<file path="config.mk">
export PLATFORM = sky130hd
export DESIGN_NAME = obi_mem_arbiter
export DESIGN_NICKNAME = d
export VERILOG_FILES = /design/src/rtl/obi_mem_arbiter.sv
export SDC_FILE = /design/constraint.sdc
export NUM_CORES = 1
export LEC_CHECK = 0
export CAP_MARGIN = 5
export CORE_AREA = 8 8 116 118
export CTS_CLUSTER_DIAMETER = 50
export DETAILED_ROUTE_END_ITERATION = 8
export DIE_AREA = 0 0 124 126
export GPL_ROUTABILITY_DRIVEN = 0
export PLACE_DENSITY = 0.61
export REMOVE_ABC_BUFFERS = 1
export SLEW_MARGIN = 15
export SYNTH_ARGS = -nofsm -noshare
export SYNTH_HDL_FRONTEND = slang
export SYNTH_SLANG_ARGS = --single-unit
</file>
<file path="constraint.sdc">
create_clock -name clk_i -period 3.2 [get_ports clk_i]
set_input_delay 0.32 -clock clk_i [delete_from_list [all_inputs] [get_ports clk_i]]
set_output_delay 0.32 -clock clk_i [all_outputs]
set_load 0.1 [all_outputs]
</file>
<file path="src/rtl/obi_mem_arbiter.sv">
// Round-robin arbiter sharing one OBI slave between instruction fetch (0) and data (1).
// An in-order ID FIFO remembers which requester owns each outstanding response.
module obi_mem_arbiter #(
    parameter int ADDR_WIDTH      = 32,
    parameter int DATA_WIDTH      = 32,
    parameter int MAX_OUTSTANDING = 2
) (
    input  logic                                   clk_i,
    input  logic                                   rst_i,
    input  logic [1:0]                             req_i,
    input  logic [1:0][ADDR_WIDTH-1:0]             addr_i,
    input  logic [1:0]                             we_i,
    input  logic [1:0][DATA_WIDTH/8-1:0]           be_i,
    input  logic [1:0][DATA_WIDTH-1:0]             wdata_i,
    output logic [1:0]                             gnt_o,
    output logic [1:0]                             rvalid_o,
    output logic [1:0][DATA_WIDTH-1:0]             rdata_o,
    output logic                                   mem_req_o,
    input  logic                                   mem_gnt_i,
    output logic [ADDR_WIDTH-1:0]                  mem_addr_o,
    output logic                                   mem_we_o,
    output logic [DATA_WIDTH/8-1:0]                mem_be_o,
    output logic [DATA_WIDTH-1:0]                  mem_wdata_o,
    input  logic                                   mem_rvalid_i,
    input  logic [DATA_WIDTH-1:0]                  mem_rdata_i,
    output logic [$clog2(MAX_OUTSTANDING+1)-1:0]   outstanding_o,
    output logic                                   err_o
);

    localparam int CNT_W = $clog2(MAX_OUTSTANDING + 1);
    localparam int PTR_W = (MAX_OUTSTANDING > 1) ? $clog2(MAX_OUTSTANDING) : 1;

    logic                       last_gnt_q, last_gnt_d;
    logic                       err_q, err_d;
    logic [CNT_W-1:0]           count_q, count_d;
    logic [PTR_W-1:0]           wptr_q, wptr_d;
    logic [PTR_W-1:0]           rptr_q, rptr_d;
    logic [MAX_OUTSTANDING-1:0] id_q, id_d;

    logic sel;
    logic full;
    logic empty;
    logic push;
    logic pop;
    logic head;

    always_comb begin
        sel = 1'b0;
        case (req_i)
            2'b10:   sel = 1'b1;
            2'b11:   sel = ~last_gnt_q;
            default: sel = 1'b0;
        endcase
    end

    assign full  = (count_q == CNT_W'(MAX_OUTSTANDING));
    assign empty = (count_q == '0);
    assign head  = id_q[rptr_q];

    // Full blocks requests outright so a same-cycle rvalid never feeds the grant path.
    assign mem_req_o = (|req_i) & ~full;
    assign push      = mem_req_o & mem_gnt_i;
    assign pop       = mem_rvalid_i & ~empty;

    always_comb begin
        mem_addr_o  = '0;
        mem_we_o    = 1'b0;
        mem_be_o    = '0;
        mem_wdata_o = '0;
        gnt_o       = 2'b00;
        rvalid_o    = 2'b00;
        if (|req_i) begin
            mem_addr_o  = addr_i[sel];
            mem_we_o    = we_i[sel];
            mem_be_o    = be_i[sel];
            mem_wdata_o = wdata_i[sel];
        end
        gnt_o[sel]     = push;
        rvalid_o[head] = pop;
    end

    assign rdata_o       = {mem_rdata_i, mem_rdata_i};
    assign outstanding_o = count_q;
    assign err_o         = err_q;

    always_comb begin
        last_gnt_d = last_gnt_q;
        err_d      = err_q | (mem_rvalid_i & empty);
        count_d    = count_q;
        wptr_d     = wptr_q;
        rptr_d     = rptr_q;
        id_d       = id_q;
        if (push) begin
            last_gnt_d   = sel;
            id_d[wptr_q] = sel;
            wptr_d       = (wptr_q == PTR_W'(MAX_OUTSTANDING - 1)) ? '0 : wptr_q + PTR_W'(1);
        end
        if (pop) begin
            rptr_d = (rptr_q == PTR_W'(MAX_OUTSTANDING - 1)) ? '0 : rptr_q + PTR_W'(1);
        end
        if (push && !pop) begin
            count_d = count_q + CNT_W'(1);
        end else if (pop && !push) begin
            count_d = count_q - CNT_W'(1);
        end
    end

    always_ff @(posedge clk_i or posedge rst_i) begin
        if (rst_i) begin
            last_gnt_q <= 1'b1;
            err_q      <= 1'b0;
            count_q    <= '0;
            wptr_q     <= '0;
            rptr_q     <= '0;
        end else begin
            last_gnt_q <= last_gnt_d;
            err_q      <= err_d;
            count_q    <= count_d;
            wptr_q     <= wptr_d;
            rptr_q     <= rptr_d;
        end
    end

    // ID storage is only meaningful under the pointers, so it needs no reset.
    always_ff @(posedge clk_i) begin
        id_q <= id_d;
    end

endmodule
</file>
### After elaboration in Yosys (flattened, before gate mapping)

Cells that the tools add are included.

| storage, ports and cells | value |
|---|---|
| output and inout bits | 141 |
| bits of input ports | 176 |
| memories | 0 |
| word-level logic and storage cells | 66 |
| bits in writable memories | 0 |
| latch bits | 0 |
| memory bits (read-only) | 0 |
| register bits | 8 |

| operators by class | value |
|---|---|
| div/mod/pow operators | 0 |
| multiply operators | 0 |
| bitwise gates (word level) | 10 |
| reductions and logical operators | 10 |
| shifts and indexed selects | 0 |
| equal/unequal tests | 3 |
| order comparisons | 7 |
| $add $sub $neg | 4 |
| muxes and demuxes | 26 |

Operators by type and width:

| kind | number |
|---|---|
| two-way mux 32 bit | 6 |
| two-way mux 4 bit | 3 |
| two-way mux 1 bit | 10 |
| < comparator 1 x 2 -> 1 bit (second input constant) | 4 |
| == test 2 bit (second input constant) | 3 |
| logical AND 1 bit | 5 |
| AND 1 bit | 4 |
| AND 2 bit | 2 |
| two-way mux 2 bit | 2 |
| demux 1 bit (select 1 bit) | 3 |
| greater-or-equal comparator 1 bit (second input constant) | 3 |
| inverter 1 bit | 3 |
| adder 1 bit (second input constant) | 2 |
| adder 2 x 1 -> 2 bit (second input constant) | 1 |
| bitwise mux 2 bit | 1 |
| logical NOT 1 bit | 2 |
| logical NOT 2 bit | 1 |
| case mux 1 bit (2 select lines) | 1 |
| nonzero test 2 bit | 1 |
| OR reduction 2 bit | 1 |
| subtractor 2 x 1 -> 2 bit (second input constant) | 1 |
| bitwise OR 1 bit | 1 |

### Logic depth before layout (Yosys ltp)

| logic depth | value |
|---|---|
| word-level depth | 8 |
| gate-level depth with buffers | 7 |
| gate-level depth less buffers | 7 |

### Worst setup path after synthesis

No wires, ideal clock.

| path | value |
|---|---|
| path type | reg-to-output |
| start | register count_q[0], in the netlist outstanding_o[0] |
| end | output gnt_o[0] |
| arrival time | 2.680 ns |
| slack | 0.200 ns |
| path buffers | 0 |
| stages on the path, launching flop included | 4 |
| required time | 2.880 ns |
| path through | dfrtp_1 -> nand2b_1 -> nand2_1 -> nor2b_1 |

| between the ends | value |
|---|---|
| word-level cells in the longest chain between the ends | 5 |

RTL lines:

| item | RTL line | source |
|---|---|---|
| start: declaration | 35 | `logic [CNT_W-1:0] count_q, count_d;` |
| start signal: assignment | 118 | `count_q <= count_d;` |
| == test 2 bit | 56 | `assign full = (count_q == CNT_W'(MAX_OUTSTANDING));` |
| inverter 1 bit | 61 | `assign mem_req_o = (\|req_i) & ~full;` |
| AND 1 bit | 61 |  |
| AND 1 bit | 62 | `assign push = mem_req_o & mem_gnt_i;` |
| AND 2 bit (no line) | - |  |
| end: declaration | 15 | `output logic [1:0] gnt_o,` |

No other way between the ends.

### Worst setup path in the final report

| path | value |
|---|---|
| start | register last_gnt_q |
| end | output mem_wdata_o[31] |

| between the ends | value |
|---|---|
| word-level cells in the longest chain between the ends | 5 |

RTL lines:

| item | RTL line | source |
|---|---|---|
| start: declaration | 33 | `logic last_gnt_q, last_gnt_d;` |
| start signal: assignment | 116 | `last_gnt_q <= last_gnt_d;` |
| inverter 1 bit | 51 | `2'b11: sel = ~last_gnt_q;` |
| case mux 1 bit (2 select lines) | 49 | `case (req_i)` |
| two-way mux 32 bit (not written as such) (2 in series) | 76 | `mem_wdata_o = wdata_i[sel];` |
| two-way mux 32 bit | 72 | `if (\|req_i) begin` |
| end: declaration | 23 | `output logic [DATA_WIDTH-1:0] mem_wdata_o,` |

No other way between the ends. The select of a mux whose other input is x is not followed.

==> reports/metrics.yaml <==
sta:
  setup_slack_ns: 0.750
  fin_crit_sh_pct: 76.6
  slew_violations: 0
  worst_slew_pin_slew_ns: 0.967
  setup_violations: 0
  fin_crit_ns: 2.45
  fmax_mhz: 408
  holdWs_ns: 0.304
  tns_ns: 0
  fin_worst_skew_ns: 0.00206
  hold_violations: 0
  relSlewSlack_pct: 35.4
  rsz0062_at_grt: "false"
worst_setup_path:
  crit_start: "last_gnt_q"
  path_max_fanout: 70
  worstSetupStartpointType: "flop"
  r2r_slack_ns: 1.55
  required_ns: 2.88
  endpoint: "mem_wdata_o[31]"
  worstPathArrival_ns: 2.13
  path_class: "reg2out"
  crit_path_end_kind: "output pin"
  r2r_end: "outstanding_o[1]"
  r2r-start: "outstanding_o[0]"
  reg2regPathDepth: 6
detailed_routing:
  vias: 2021
  totalWireLength_um: 11600
  ant_nets: 0
  drc: 0
  drt_first_pass_iters: 4
  drt-initial-drc-count: 97
  viasPerCell: 4.22
  wl_per_cell_um: 24.2
cts:
  numCtsBuffers: 3
  clock_path_buffers: 2
  ctsResizeCount: 0
  clk_latency_ns: 0.23
  clockRootBuffer: "clkbuf_16"
  cts.clk_slew.worst_paths_ns: 0.04
  cts_setup_buffers: 0
  cts_hold_buffers: 0
  cts_max_level: 1
  cts_sinks: 8
  cts_tree: "yes"
finish:
  fillerInstances: 1165
  nets: 510
  area_growth_pct: 154
  antenna_cells: 0
  final_layout_size_suffix_gt1_share_pct: 25.0
  final_cell_area_mm2: 0.00421
  stdcell_count: 479
placed_design:
  pre_cts_slack_ns: 0.682
  dp.cells: 475
  hpwl_um: 10100
  placed_cell_area_mm2: 0.00414
  portBuffers: 220
logic_synthesis:
  synth_common_cells: "a22o_1, buf_4, buf_2, buf_8, nor2_1"
  syn_avg_cell_area_um2: 8.92
  synthCells: 186
  synthFlopType: "dfrtp_1"
  ys_seq_elements: 8
  synth_top_cell_area_share_pct: 36.4
  synthArstFlopShare_pct: 75.0
  synth.area.top_cells: "a22o_1, buf_4, dfrtp_1, buf_8, edfxtp_1"
  yosysWarnings: 0
  ys_seq_area_share_pct: 12.7
  synth_top_cell_by_area: "a22o_1"
  ys_types: 27
  synthesis.area_mm2: 0.00166
  synth.most_common_cell: "a22o_1"
  synth-edff-count: 2
power:
  powerDensity_mw_per_mm2: 753
  p_int_w: 0.00130
  combPwrFrac_pct: 86.9
  peakVddDrop_v: 0.000582
  clkPwrFrac_pct: 6.9
  power_switching_share_pct: 59.1
  p_sw_w: 0.00187
  p_leak_nw: 1.74
  share_seq_of_total_power_pct: 6.1
global_route:
  grt_overflow: 0
  grt_max_degree: 73
  grt_pass1_vias: 2309
  antenna_found_initial: 0
  grt_usage_pct: 14.0
  grt_pass1_wl_um: 15900
floorplanning:
  die_height_um: 126
  coreArea_mm2: 0.0117
  dieArea_mm2: 0.0156
  die_x_um: 124
  rows: 40
  pin_count: 317
  initial_core_util_pct: 14.2
worst_hold_path:
  holdCritPathClass: "in2async"
job:
  maxCapViolations: 0
outcome:
  outcome: "complete, no violations"
==> per-layer routing <==
metal	GRT usage, %	vias up	routed length [um]
li1	-	919	-
met1	15.9	914	4440
met2	20.2	175	5090
met3	10.9	11	1890
met4	2.17	2	114
met5	4.84	-	62
==> kinds of logic (layout without fill, tap and decap cells) <==
kind of cell / count (synthesis) / after routing / synth area share, %
AOI/OAI and AO/OA: 73 / 73 / 38.4
buffers and inverters: 82 / 228 / 39.3
adders and majority gates: 1 / 1 / 0.754
DFF: 8 / 8 / 12.7
xor gates and xnor gates: 5 / 5 / 2.64
and+or+nand+nor: 16 / 16 / 5.58
muxes: 1 / 1 / 0.603
==> worst max-delay path: stages, from the launching register on <==
cell	delay, ns
dfstp_2	0.57
nand2b_4	0.13
and2_4	0.60
a22o_1	0.33
buf_12	0.19
==> worst min path at each step <==
| stage | startpoint | to | slack (ns) | cells past startpoint |
|---|---|---|---|---|
| floorplan | rst_i | err_o | 0.11 | 1 |
| global placement | err_o | err_o | 0.44 | 1 |
| detailed placement | err_o | err_o | 0.44 | 1 |
| CTS | rst_i | err_o | 0.32 | 2 |
| global route | rst_i | err_o | 0.34 | 2 |
| finish | rst_i | err_o | 0.30 | 2 |
==> state kept, by name (all words and copies together), names as in the netlist <==
register	cells
outstanding_o	2
id_q	2
last_gnt_q	1
err_o	1
wptr_q	1
rptr_q	1
==> power groups by stage <==
stage | registers [W] | clock network (W) | logic (W)
final | 0.000195 | 0.000220 | 0.00276
after global placement | 0.000195 | 0 | 0.00276
after floorplan | 0.000282 | 0 | 0.00161
after global routing | 0.000203 | 0.000231 | 0.00283
after CTS | 0.000196 | 0.000224 | 0.00278
after detailed placement | 0.000196 | 0 | 0.00278
==> area by class of cell <==
class	instances	area [um^2]	area share, %
multi-input combinational	96	803	19.1
timing repair buffer	221	2930	69.4
tap	147	184	4.36
clock buffer	4	78.8	1.87
sequential	8	211	5.02
inverter	3	11.3	0.267
==> cells in the final DEF (no fill, tap or decap) <==
cell type / netlist / routed
nand3b_1: 1 / 1
xnor2_1: 3 / 3
o2bb2ai_1: 1 / 1
xor2_1: 2 / 2
inv_2: 1 / 1
clkdlybuf4s50_1: 0 / 146
ha_1: 1 / 1
a21o_1: 1 / 1
nor2_1: 6 / 6
mux2i_1: 1 / 1
clkbuf_1: 0 / 1
buf_4: 64 / 3
and2_4: 1 / 1
dfstp_2: 1 / 1
nor2b_1: 3 / 3
o21ai_1: 1 / 1
inv_1: 2 / 2
nand2_1: 1 / 1
clkbuf_16: 0 / 3
dfrtp_1: 5 / 5
a21boi_4: 0 / 1
buf_12: 1 / 72
and3_1: 1 / 1
nand3_1: 1 / 1
nand2b_1: 1 / 1
nand2b_4: 1 / 1
edfxtp_1: 2 / 2
a22o_1: 69 / 69
==> through the flow <==
stage / power, W / util [%]
2_1_floorplan: 0.00189 / -
3_3_place_gp: 0.00296 / 35.3
3_5_place_dp: 0.00297 / 35.3
4_1_cts: 0.00320 / 36.0
5_1_grt: 0.00327 / 36.0
6_report: 0.00317 / 36.0
No activity file was read; power rests on OpenSTA's default activity.
